===== config.mk =====
export PLATFORM = sky130hd
export DESIGN_NAME = fetch_ctrl
export DESIGN_NICKNAME = d
export VERILOG_FILES = /design/src/rtl/fetch_ctrl_pkg.sv /design/src/rtl/fetch_out_reg.sv /design/src/rtl/fetch_ctrl.sv
export SDC_FILE = /design/constraint.sdc
export NUM_CORES = 1
export LEC_CHECK = 0
export CAP_MARGIN = 10
export CORE_ASPECT_RATIO = 0.7
export CORE_MARGIN = 2
export CORE_UTILIZATION = 28
export DETAILED_ROUTE_END_ITERATION = 10
export PLACE_DENSITY = 0.59
export SETUP_SLACK_MARGIN = 0.15
export SLEW_MARGIN = 20
export SYNTH_ARGS = -nofsm -noshare
export SYNTH_HDL_FRONTEND = slang
export SYNTH_SLANG_ARGS = --single-unit
export TNS_END_PERCENT = 50

===== constraint.sdc =====
create_clock -name clk -period 1.85 [get_ports clk]
set_input_delay 0.37 -clock clk [delete_from_list [all_inputs] [get_ports clk]]
set_output_delay 0.37 -clock clk [all_outputs]
set_load 0.02 [all_outputs]

===== src/rtl/fetch_ctrl_pkg.sv =====
// Shared fetch definitions: FSM state encoding, default reset PC and word increment.
package fetch_ctrl_pkg;

    typedef enum logic [1:0] {
        ST_IDLE  = 2'b00,
        ST_FETCH = 2'b01,
        ST_FULL  = 2'b10,
        ST_HALT  = 2'b11
    } fetch_state_t;

    localparam logic [31:0] DEF_RESET_PC = 32'h0000_3000;
    localparam logic [31:0] WORD_INC     = 32'd4;

endpackage


===== src/rtl/fetch_out_reg.sv =====
// One-entry IF/ID output register: instruction word, its address and a valid flag.
module fetch_out_reg (
    input  logic        clk,
    input  logic        reset,
    input  logic        load,
    input  logic        consume,
    input  logic        flush,
    input  logic [31:0] load_instr,
    input  logic [31:0] load_pc,
    output logic        instr_valid,
    output logic [31:0] instr,
    output logic [31:0] instr_pc
);

    // Flush wins over consume so a redirected word is dropped, never delivered.
    always_ff @(posedge clk) begin
        if (reset) begin
            instr_valid <= 1'b0;
            instr       <= '0;
            instr_pc    <= '0;
        end else if (flush) begin
            instr_valid <= 1'b0;
        end else if (load) begin
            instr_valid <= 1'b1;
            instr       <= load_instr;
            instr_pc    <= load_pc;
        end else if (consume) begin
            instr_valid <= 1'b0;
        end
    end

endmodule


===== src/rtl/fetch_ctrl.sv =====
// Fetch sequencer: owns the fetch PC, issues one imem request at a time, handles redirects.
// Optional feature macro FETCH_FAULT_EN: bad redirect targets park the FSM in HALT with a sticky fault.
module fetch_ctrl
    import fetch_ctrl_pkg::*;
#(
    parameter logic [31:0] RESET_PC = DEF_RESET_PC,
    parameter int          IM_WORDS = 4096
) (
    input  logic        clk,
    input  logic        reset,
    input  logic        stall,
    input  logic        redirect_valid,
    input  logic [31:0] redirect_pc,
    output logic        imem_req,
    output logic [31:0] imem_addr,
    input  logic        imem_ack,
    input  logic [31:0] imem_rdata,
    output logic        instr_valid,
    output logic [31:0] instr,
    output logic [31:0] instr_pc,
    output logic [31:0] pc,
    output logic        fault
);

    localparam logic [32:0] IM_END = {1'b0, RESET_PC} + 33'(4 * IM_WORDS);

    fetch_state_t state, state_n;
    logic [31:0]  pc_n, tgt, tgt_n, redir_tgt;
    logic         kill, kill_n;
    logic         load, flush, consume;

    function automatic logic bad_target(input logic [31:0] addr);
        return (addr[1:0] != 2'b00) || (addr < RESET_PC) || ({1'b0, addr} >= IM_END);
    endfunction

`ifdef FETCH_FAULT_EN
    assign redir_tgt = redirect_pc;
`else
    logic unused_redir_bits;
    assign unused_redir_bits = ^redirect_pc[1:0];
    assign redir_tgt = {redirect_pc[31:2], 2'b00};
`endif

    assign imem_req  = (state == ST_FETCH);
    assign imem_addr = pc;
    assign consume   = instr_valid && !stall;

    always_ff @(posedge clk) begin
        if (reset) begin
            state <= ST_IDLE;
            pc    <= RESET_PC;
            kill  <= 1'b0;
            tgt   <= '0;
        end else begin
            state <= state_n;
            pc    <= pc_n;
            kill  <= kill_n;
            tgt   <= tgt_n;
        end
    end

    always_comb begin
        state_n = state;
        pc_n    = pc;
        kill_n  = kill;
        tgt_n   = tgt;
        load    = 1'b0;
        flush   = 1'b0;
        case (state)
            ST_IDLE: begin
                state_n = ST_FETCH;
                if (redirect_valid) begin
                    pc_n = redir_tgt;
`ifdef FETCH_FAULT_EN
                    if (bad_target(redir_tgt)) state_n = ST_HALT;
`endif
                end
            end
            ST_FETCH: begin
                // The request stays up until ack; redirects without ack are deferred via kill/tgt.
                if (imem_ack) begin
                    if (redirect_valid) begin
                        pc_n   = redir_tgt;
                        kill_n = 1'b0;
`ifdef FETCH_FAULT_EN
                        if (bad_target(redir_tgt)) state_n = ST_HALT;
`endif
                    end else if (kill) begin
                        pc_n   = tgt;
                        kill_n = 1'b0;
`ifdef FETCH_FAULT_EN
                        if (bad_target(tgt)) state_n = ST_HALT;
`endif
                    end else begin
                        load    = 1'b1;
                        pc_n    = pc + WORD_INC;
                        state_n = ST_FULL;
                    end
                end else if (redirect_valid) begin
                    kill_n = 1'b1;
                    tgt_n  = redir_tgt;
                end
            end
            ST_FULL: begin
                if (redirect_valid) begin
                    flush   = 1'b1;
                    pc_n    = redir_tgt;
                    state_n = ST_FETCH;
`ifdef FETCH_FAULT_EN
                    if (bad_target(redir_tgt)) state_n = ST_HALT;
`endif
                end else if (consume) begin
                    state_n = ST_FETCH;
                end
            end
`ifdef FETCH_FAULT_EN
            ST_HALT: begin
                flush = 1'b1;
            end
`endif
            default: begin
                state_n = ST_IDLE;
            end
        endcase
    end

`ifdef FETCH_FAULT_EN
    always_ff @(posedge clk) begin
        if (reset) fault <= 1'b0;
        else       fault <= (state_n == ST_HALT);
    end
`else
    assign fault = 1'b0;
`endif

    fetch_out_reg u_out (
        .clk        (clk),
        .reset      (reset),
        .load       (load),
        .consume    (consume),
        .flush      (flush),
        .load_instr (imem_rdata),
        .load_pc    (pc),
        .instr_valid(instr_valid),
        .instr      (instr),
        .instr_pc   (instr_pc)
    );

endmodule


; Yosys cells after proc, flatten, opt, wreduce, memory -nomap -nowiden
; Index checks and enable logic that the tools add are counted.
[totals]
out_inout_bits = 131
regBits = 130
word_cells = 51
in_bits = 69
[op_classes]
n_bitwise = 2
muxes = 21
reduce_logical = 13
n_addsub = 1
n_eq_ne = 7
[ops]
columns = cell, count
row1 = $mux 32, 4
row2 = $pmux 32 s2, 1
row3 = $add 32x3->32 const B, 1
row4 = $mux 1, 10
row5 = $mux 2, 5
row6 = $pmux 2 s3, 1
row7 = $reduce_and 3->1, 2
row8 = $reduce_bool 2->1, 3
row9 = $ne 2x1->1 const B, 2
row10 = $ne 2x2->1 const B, 2
row11 = $reduce_and 2->1, 2
row12 = $reduce_and 4->1, 1
row13 = $reduce_or 2->1, 2
row14 = $ne 3x3->1 const B, 1
row15 = $eq 2x1->1 const B, 1
row16 = $eq 2x2->1 const B, 1
row17 = $logic_not 2->1, 1
row18 = $not 1->1, 2
row19 = $logic_and 1x1->1, 1
row20 = $logic_not 1->1, 1

; Depth between registers and ports, before layout
[logic_depth]
word_depth = 5
depth_mapped = 8
ltp_nobuf = 6

; Cells and area by module
; A second synthesis with hierarchy kept.
[hier_totals]
hier_cells = 811
hier_area_um2 = 7053.0
[by_module_without_submodules]
columns = module, seq_area_each_um2, cells_each, area_each_um2, n_inst
row1 = fetch_ctrl, 1261.2, 515, 3784.9, 1
row2 = fetch_out_reg, 1301.2, 296, 3268.1, 1

; Worst setup path before layout
; Ideal clock, no wire load.
[synth_timing]
path_type = flip-flop to flip-flop
startpoint = register pc[8] (netlist: imem_addr[8])
endpoint = register pc[31] (netlist: imem_addr[31])
path_slack_ps = -357
setup_ps = 117
synth_period_minus_slack_ps = 2207
t_required_ps = 1733
stages_incl_launch_ff = 7
n_path_buf = 1
arrival_time_ps = 2091
path_cell_list = dfxtp_1 > buf_2 > nand4_4 > or4_4 > or4_1 > a31oi_1 > nor2_1
[synth_via]
elab_chain_cells = 5
[synth_rtl]
columns = item, line
row1 = start: declaration, fetch_ctrl.sv:21  ; output logic [31:0] pc,
row2 = start signal: assignment, fetch_ctrl.sv:56  ; pc <= pc_n;
row3 = $add 32x3->32, fetch_ctrl.sv:96  ; pc_n = pc + WORD_INC;
row4 = $mux 32, fetch_ctrl.sv:88  ; end else if (kill) begin
row5 = $mux 32, fetch_ctrl.sv:82  ; if (redirect_valid) begin
row6 = $mux 32, fetch_ctrl.sv:81  ; if (imem_ack) begin
row7 = $pmux 32 s2, fetch_ctrl.sv:69  ; case (state)
; Every way passes these cells. The select of a mux whose other input is x is not followed.
; A chain may end at the register's enable or synchronous reset.

; Worst setup path in the final report
[layout_timing]
startpoint = register pc[20] (netlist: imem_addr[20])
endpoint = register pc[31] (netlist: imem_addr[31])
; The elaborated chain is that of the path after synthesis.

==> impl_metrics.py <==
metrics = {
    "sta": {
        "fin_crit_ns": 1.763,
        "post-route-period-util_pct": 95.28,
        "final_hold_viol_count": 0,
        "rsz0062_at_grt": "yes",
        "slew_viol_final": 0,
        "fmax_ghz": 0.5673,
        "setup_viol": 0,
        "fin_ws_ns": 0.08724,
        "finClkSkew_ns": 0.009235,
    },
    "global_route": {
        "antenna_found_initial": 1,
        "grt_usage_pct": 18.27,
        "grt_pass1_vias": 5906,
        "grt_remaining_overflow": 0,
        "grt_max_degree": 59,
        "grt_pass1_wl_um": 32220,
    },
    "route": {
        "vias": 6285,
        "vias_per_cell": 4.853,
        "antenna_left": 0,
        "remaining_drc_errors": 0,
        "detail_route.wl_per_cell_um": 15.96,
        "firstDrtPassIters": 5,
        "wirelength_um": 20670,
        "drt_iter0_markers": 373,
    },
    "setup_path": {
        "slowest_delay_ns": 0.58,
        "critical-path-top-delay-family": "simple AND/OR/NAND/NOR gates",
        "arrival_ns": 2.08,
        "worstPathRequired_ns": 2.17,
        "crit_buf_inv": 0,
        "worstPathMaxFanout": 4,
        "worst_setup_path_end_kind": "flip-flop",
        "cp_slowest_cell": "or4_4",
        "crit_chain": "nand4_1 -> or4_4 -> or4_1 -> a31oi_1 -> nor2_1",
        "worst-setup-path-type": "flip-flop to flip-flop",
        "critPathLaunchType": "flip-flop",
    },
    "clock_network": {
        "clock_path_buffers": 2,
        "cts_max_level": 4,
        "cts_root_buf": "clkbuf_16",
        "clock_latency_ns": 0.42,
        "cts_sinks": 126,
        "cts_tree": "done",
        "cts_buffers": 17,
        "ctsHoldBuffers": 0,
        "cts.clk_slew.worst_paths_ns": 0.06,
    },
    "placement": {
        "placed_area_um2": 8511,
        "gp_congestion": 0.8777,
        "io_buffers": 190,
        "dp.cells": 1256,
        "dp.final_hpwl_um": 14330,
        "dp_worst_setup_slack_ns": -0.3737,
    },
    "synthesis": {
        "syn_avg_cell_area_um2": 7.403,
        "yosys.area_share.simple_pct": 25.66,
        "synth_cell_type_count": 55,
        "async_flop_share_pct": 0,
        "yosysWarnings": 0,
        "synth-adder-area-share_pct": 0.2105,
        "synthCells": 803,
        "synth_most_common_cell": "nand2_1",
        "dominantRegCellSynth": "dfxtp_1",
        "seq_area_frac_synth_pct": 42.43,
        "muxShareOfSynthArea_pct": 0.5262,
        "synth.top_cell.area_share_pct": 42.43,
        "syn_area_um2": 5944,
        "ys_ff_latch": 126,
        "synth-xor-area-share_pct": 1.031,
        "ys_top_cells_by_count": "nand2_1, dfxtp_1, a21oi_1",
        "synth_top_family_by_area": "simple AND/OR/NAND/NOR gates",
        "yosysTopAreaCell": "dfxtp_1",
        "synth_area_leaders": "dfxtp_1, nand2_1, a21oi_1",
        "synth-compound-area-share_pct": 20.23,
        "synth_edf_count": 0,
    },
    "floorplanning": {
        "io_pins": 200,
        "rows": 44,
        "placeableCoreArea_um2": 20750,
        "die_w_um": 178.2,
        "die_h_um": 125.9,
        "dieArea_um2": 22430,
        "start_util_pct": 28.64,
    },
    "final_layout": {
        "fillers": 2101,
        "syn_to_final_growth_pct": 56.83,
        "n_antenna_cell": 0,
        "drive_above_1_share_pct": 18.65,
        "fin_nets": 1076,
        "fin_cells": 1295,
        "fin_area_um2": 9323,
    },
    "power_and_ir_drop": {
        "ir_drop_uv": 596.3,
        "powerDensity_nw_per_um2": 844.4,
        "p_leak_nw": 4.181,
    },
    "hold_path": {
        "holdCritPathClass": "primary input to flip-flop",
    },
    "outcome": {
        "outcome": "finished, final reports clean",
    },
    "flow_run": {
        "timing.max_cap.violations": 0,
    },
}
==> logic make-up after synthesis <==
group	count (synthesis)
AO/OA/AOI/OAI	200
XOR/XNOR	7
adder cells (fa/ha/maj)	1
buffers and inverters	117
flip-flops	126
multiplexers	3
other	1
AND/OR/NAND/NOR	348
==> layer usage <==
metal / vias up / wire [um] / GRT usage (%)
met4: 2 / 173 / 4.436
met3: 15 / 1918 / 6.824
li1: 3108 / - / -
met2: 226 / 8661 / 26.24
met1: 2934 / 9906 / 25.72
met5: - / 11 / 0
==> metrics by stage <==
stage	power, mW	setup TNS (ns)	hold slack [ns]	util, %
detailed placement	4.504	-26.08	0.4421	41.01
global route	8.227	0	0.3132	44.92
finish	7.872	0	0.3028	44.92
global placement	4.496	-23.35	0.4392	41.01
floorplan	3.806	0	0.4311	-
CTS	7.935	0	0.2815	43.70
==> cells in the final DEF (no fill, tap or decap), types with 4 or more instances in the layout <==
cell / Yosys / routed
dlygate4sd2_1: 0 / 80
xnor2_1: 4 / 4
dfxtp_2: 0 / 22
conb_1: 1 / 7
o32ai_1: 6 / 6
a221oi_1: 7 / 7
dfxtp_4: 0 / 8
nand3b_1: 4 / 4
nand4_1: 10 / 10
clkbuf_16: 0 / 20
nand2_1: 234 / 231
clkdlybuf4s50_1: 0 / 77
a21oi_1: 125 / 122
buf_4: 37 / 76
inv_1: 16 / 16
dfxtp_1: 126 / 96
buf_12: 0 / 9
a31oi_1: 6 / 6
dlymetal6s2s_1: 0 / 31
a211oi_1: 4 / 4
nand3_1: 25 / 21
o211ai_1: 7 / 7
o21ai_0: 14 / 13
clkbuf_8: 0 / 4
and3_1: 6 / 5
nand2b_1: 8 / 7
o311a_1: 4 / 4
nor3_1: 8 / 5
nor2_1: 29 / 26
==> what timing repair did <==
action                                  in CTS  in global routing
pin swaps                                    3                  6
endpoints found under the setup margin     178                 98
cloned                                       0                  2
gates resized for setup                     89                 56
setup buffers                                2                  3
hold endpoints to repair                     0                  0
==> worst register-to-register path, cell delays in order, from the launching register on <==
cell and delay [ns]:
dfxtp_2 0.36, nand4_1 0.10, or4_4 0.58, or4_1 0.41
a31oi_1 0.16, nor2_1 0.05
==> state kept, by name (all words and copies together), names as in the netlist <==
name               count
kill                   1
imem_addr             30
u_out.instr_valid      1
u_out.instr           32
tgt                   30
state                  2
u_out.instr_pc        30
==> worst paths after layout <==
check,startpoint,cells past startpoint,slack [ns],endpoint
max reg2reg,imem_addr[20],5,0.09,imem_addr[31]
max,imem_addr[20],5,0.09,imem_addr[31]
min reg2reg,u_out.instr_pc[21],2,0.45,u_out.instr_pc[21]
min,reset,2,0.30,imem_addr[20]
==> final cells by class <==
class	instances	area (um2)	area share (%)
Tap cell	276	345.3	3.704
Multi-Input combinational cell	566	3025	32.45
Timing Repair Buffer	279	2699	28.95
Clock buffer	23	509.2	5.462
Sequential cell	126	2580	27.67
Inverter	16	60.06	0.6442
Clock inverter	9	103.9	1.114
==> report_power, final <==
part	internal [mW]	total (mW)	switching, mW
clock network	2.20	3.48	1.28
logic	0.638	1.47	0.827
registers	2.84	2.93	0.0842
Power figures use the tool's default switching activity.
==> edit 1: new RTL, config.mk and constraints unchanged <==
Add a define of `FETCH_FAULT_EN`.
--- a/src/rtl/fetch_ctrl.sv
+++ b/src/rtl/fetch_ctrl.sv
@@ -1,5 +1,7 @@
 // Fetch sequencer: owns the fetch PC, issues one imem request at a time, handles redirects.
 // Optional feature macro FETCH_FAULT_EN: bad redirect targets park the FSM in HALT with a sticky fault.
+`define FETCH_FAULT_EN
+
 module fetch_ctrl
     import fetch_ctrl_pkg::*;
 #(
Behaviour: not the same (a bounded check fails within 4 cycles, from zero or initial values and one cycle with reset high).
==> edit 1 against the original RTL <==
Area after synthesis rose by 5.9%; largest cell class unchanged; wire length rose by 20%; power rose by 3.0%; design area rose by 8.9%; synthesized cell count rose by 3.2%; global-route usage rose by 1.8 points; sequential cell count rose by 7; worst setup slack got worse by 13 ps.
==> edit 1: results (changes against the original RTL) <==
[status]
outcome=finished clean

[final_layout]
layout.nets=1168  ; +8.6%
antenna_cells=0  ; unchanged
drive_above_1_share_pct=23.2  ; +4.5 points

[logic_synthesis]
yosysSeqAreaShare_pct=42.3  ; -0.14 points
synth_area_leaders=dfxtp_1 (42%), nand2_1 (14%), a21oi_1 (10%)
synth_nets=899
ys_async_sr_fraction_pct=0  ; unchanged
netlist-cell-type-count=61  ; +11%
synth_common_cells=nand2_1 (227), dfxtp_1 (133), a21oi_1 (129)
yosysWarnings=0  ; unchanged
synth_largest_area_cell=dfxtp_1

[hold_path]
min_from=reset
holdPathEnd=imem_addr[27]
hold_depth=2  ; unchanged
min_path_type=input pin to register

[worst_setup_path]
rrSetupSlack_ps=70
r2r-start=imem_addr[13]
path_max_fanout=3  ; -1
rr_worst_depth=5  ; unchanged
arrival_ps=2080  ; about the same
rr_endpoint=imem_addr[25]

[global_route]
grt_pass1_wl_mm=36.9  ; +15%
grt_pass1_vias=6668  ; +13%
track_usage_pct=20.1  ; +1.8 points
antenna_found_initial=1  ; unchanged
grt_max_degree=69  ; +17%

[placed_design]
portBuffers=199  ; +4.7%
placed_area_mm2=0.00923  ; +8.4%
gp_congestion=0.899  ; +2.4%
dp_hpwl_mm=17.2  ; +20%
place_ws_ps=-415  ; -41.0 ps

[drt]
dr.first_iter.drc_count=576  ; +54%
drtPass1Iterations=5  ; unchanged
via_count=7098  ; +13%
routed_wl_mm=24.9  ; +20%

[sta]
setup_viol=0  ; unchanged
max_slew_margin_pct=73.2
finClkSkew_ps=6.51  ; -2.72 ps

[clocking]
path_clk_slew_ps=60  ; about the same
numCtsBuffers=17  ; unchanged
cts_root_buf=clkbuf_16
clk_latency_ps=430
h-tree-depth=4  ; unchanged
clock_path_buffers=2  ; unchanged

[pwr]
vdd.ir_drop.worst_mv=0.620  ; +4.0%
p_sw_share_pct=29.0  ; +1.2 points
leakagePower_nw=4.31  ; +3.0%

edit 1: cell types whose count changed after synthesis, moves of 9 or more:
cell and change:
nand3_1 -9, o21ai_0 +12, nor4_1 +9, inv_1 -9, a211oi_1 +9, buf_2 +20, clkbuf_1 -18
edit 1: power by group through the flow:
stage	Sequential, mW	Combinational (mW)	Clock (mW)
final	3.13	1.69	3.29
after global routing	3.15	1.81	3.48
after CTS	3.13	1.60	3.35
after detailed placement	3.18	1.69	0
after global placement	3.18	1.68	0
after floorplan	3.30	0.700	0
edit 1: through the flow:
step	cells	setup TNS [ps]	hold slack, ps
floorplan	829	-7.02	436
global placement	1336	-20010	441
detailed placement	1336	-22350	446
CTS	1374	0	288
global route	1392	0	292
finish	1392	0	303
edit 1: metal layers:
metal / global-route usage, % / part of all wire, % / up-vias / wire (um)
met2: 30.2 / 43 / 294 / 10600
met3: 6.89 / 9.3 / 21 / 2320
li1: - / - / 3396 / -
met5: 0 / 0.064 / - / 16
met4: 5.69 / 1.0 / 2 / 250
met1: 27.4 / 47 / 3385 / 11600
edit 1: worst max-delay path by stage:
stage,start,end,slack (ps),cells past startpoint
finish,imem_addr[13],imem_addr[25],70,5
global placement,redirect_valid,imem_addr[30],-320,7
floorplan,imem_addr[8],imem_addr[25],-7,6
detailed placement,redirect_valid,imem_addr[30],-410,7
CTS,state[0],imem_req,80,3
global route,imem_addr[3],imem_addr[25],30,5
edit 1: kinds of logic after synthesis:
family	synth area share (%)
AO/OA/AOI/OAI	20.2
XOR/XNOR	1.11
adder cells (fa/ha/maj)	0.199
buffers and inverters	8.80
flip-flops	42.3
multiplexers	0.974
AND/OR/NAND/NOR	26.4
edit 1: area by class of cell:
type,instances,area (um^2)
tap,282,353
sequential,133,2720
clock buffer,23,489
fill,2209,11700
inverter,7,30.0
clock inverter,8,73.8
multi-input combinational,591,3320
timing repair buffer,348,3170
edit 1: what timing repair did:
item	4_1_cts	5_1_grt
cloned	0	7
gates resized for setup	170	46
setup buffers	7	11
hold buffers	0	0
endpoints found under the setup margin	146	95
pin swaps	9	11
edit 1: critical path, cell delays in order (launching register included):
cell and delay [ps]:
dfxtp_4 370, nand4_4 110, nor4_4 340, or3b_4 450, a2111oi_4 310, nor4_1 80
==> edit 2: new RTL, same flow settings <==
Without the edit above. The 4 states of `fetch_state_t` get a one-hot encoding in 4 bits.
--- a/src/rtl/fetch_ctrl_pkg.sv
+++ b/src/rtl/fetch_ctrl_pkg.sv
@@ -1,11 +1,11 @@
 // Shared fetch definitions: FSM state encoding, default reset PC and word increment.
 package fetch_ctrl_pkg;
 
-    typedef enum logic [1:0] {
-        ST_IDLE  = 2'b00,
-        ST_FETCH = 2'b01,
-        ST_FULL  = 2'b10,
-        ST_HALT  = 2'b11
+    typedef enum logic [3:0] {
+        ST_IDLE  = 4'b0001,
+        ST_FETCH = 4'b0010,
+        ST_FULL  = 4'b0100,
+        ST_HALT  = 4'b1000
     } fetch_state_t;
 
     localparam logic [31:0] DEF_RESET_PC = 32'h0000_3000;
Formal check against the unedited RTL: no difference found for any inputs over 4 cycles, from zero or initial values and one cycle with reset high; so few cycles prove little.
==> edit 2 against the original RTL <==
Design area is 1.8% higher; core utilization is 0.43 points higher; die area is 1.1% higher; area after synthesis is 1.1% higher; via count is 0.16% higher; critical path type unchanged; power is 1.1% higher; critical path depth is 1 higher; sequential share of layout area is 0.32 points lower; sequential cell count is 1 higher; wire length is 3.8% higher; worst setup slack worse by 43 ps; cell count is 0.15% lower; fmax is 2.4% lower.
==> edit 2: results (changes against the original RTL) <==
[worst_setup_path]
arrival_ps=2120  ; +40 ps
cpMaxStageDelayCell=a211o_4
rr_worst_depth=6  ; +1
rr_endpoint=imem_addr[26]
path_max_fanout=8  ; +4
rrSetupSlack_ps=40  ; -40 ps
cp-end-kind=register
r2r-start=state[2]
crit_path_max_incr_delay_ps=400  ; -180 ps
crit_path_start_kind=register
critical_path.top_delay_family=compound AO/OA/AOI/OAI gates

[placed_design]
portBuffers=190  ; unchanged
placed_area_mm2=0.00858  ; +0.79%
dp_hpwl_mm=15.0  ; +4.5%
gp_congestion=0.845  ; -3.8%

[global_route]
grt_pass1_wl_mm=33.7  ; +4.6%
antenna_found_initial=0  ; -1
grt_pass1_vias=6192  ; +4.8%
grt_max_degree=55  ; -6.8%
track_usage_pct=19.0  ; +0.70 points

[pwr]
vdd.ir_drop.worst_mv=0.509  ; -15%
leakagePower_nw=3.96  ; -5.2%

[logic_synthesis]
synthAdderAreaFrac_pct=0.208  ; -0.0023 points
muxShareOfSynthArea_pct=1.17  ; +0.64 points
synthXorXnorAreaFrac_pct=2.77  ; +1.7 points
yosysSeqAreaShare_pct=42.3  ; -0.13 points
synth_common_cells=nand2_1 (215), dfxtp_1 (127), a21oi_1 (122)
synth-compound-area-share_pct=19.8  ; -0.43 points
netlist-cell-type-count=62  ; +13%
synth_area_leaders=dfxtp_1 (42%), nand2_1 (13%), a21oi_1 (10%)

[final_layout]
largest_register_ffs=32  ; unchanged
fillCellCount=2124  ; +1.1%
layout.nets=1073  ; -0.28%
drive_above_1_share_pct=22.8  ; +4.2 points

[drt]
via_count=6295  ; +0.16%
routed_wl_mm=21.5  ; +3.8%
dr.first_iter.drc_count=435  ; +17%

[clocking]
clock_path_buffers=2  ; unchanged
path_clk_slew_ps=60  ; about the same
h-tree-depth=4  ; unchanged

[status]
outcome=finished clean

[sta]
finClkSkew_ps=6.87  ; -2.37 ps

[hold_path]
min_path_type=input pin to register

-- edit 2: repair_timing --
item | in CTS | in global routing
pin swaps | 14 | 26
setup endpoints to repair | 145 | 52
setup buffers | 7 | 6
cloned | 0 | 1
gates resized for setup | 177 | 66
-- edit 2: worst min-delay path by stage --
stage / from / endpoint / slack, ps / depth (start not counted)
3_3_place_gp: tgt[26] / tgt[26] / 440 / 2
5_1_grt: reset / tgt[25] / 270 / 2
6_report: reset / tgt[25] / 270 / 2
3_5_place_dp: tgt[7] / tgt[7] / 440 / 2
4_1_cts: reset / tgt[25] / 230 / 2
2_1_floorplan: tgt[10] / tgt[10] / 430 / 2
-- edit 2: per-stage QoR --
step                power [mW]  util [%]  worst slack, ps  cells
finish                    7.95      45.3             44.0   1293
floorplan                 3.91         -            -9.07    792
global route              8.32      45.3            -13.9   1292
global placement          4.65      41.0             -485   1246
CTS                       7.92      44.3             81.8   1285
detailed placement        4.66      41.0             -491   1246
-- edit 2: final cells by class --
| cell class | count | share of cell area [%] |
|---|---|---|
| multi-input combinational | 561 | 34.9 |
| timing repair buffer | 291 | 27.9 |
| sequential | 127 | 27.4 |
| clock buffer | 21 | 5.18 |
| tap | 276 | 3.64 |
| clock inverter | 11 | 0.818 |
| inverter | 5 | 0.198 |
| antenna | 1 | 0.0264 |
-- edit 2: logic make-up (layout without fill, tap and decap cells) --
kind of cell | after synthesis | count (layout)
compound gates | 198 | 198
xor+xnor | 19 | 19
fa+ha+maj | 1 | 1
buf+inv | 104 | 328
flops | 127 | 127
mux | 7 | 7
other cells | 1 | 8
simple gates | 329 | 329
-- edit 2: worst register-to-register path, delay by kind of cell, from the launching register on --
kind,cells,cell delay [ps]
flops,1,380
simple gates,2,310
compound gates,2,720
buf+inv,2,300
-- edit 2: per-layer routing --
metal | vias up | track usage, % | share of wire, %
met5 | - | 0 | 0
met4 | 0 | 2.80 | 0.59
met3 | 11 | 7.04 | 8.2
met2 | 224 | 27.8 | 42
met1 | 2964 | 27.0 | 49
li1 | 3096 | - | -
-- edit 2: power breakdown --
group          total (mW)  switching (mW)  internal [mW]
sequential           2.96           0.111           2.85
combinational        1.75           0.950          0.799
clock                3.24            1.34           1.91
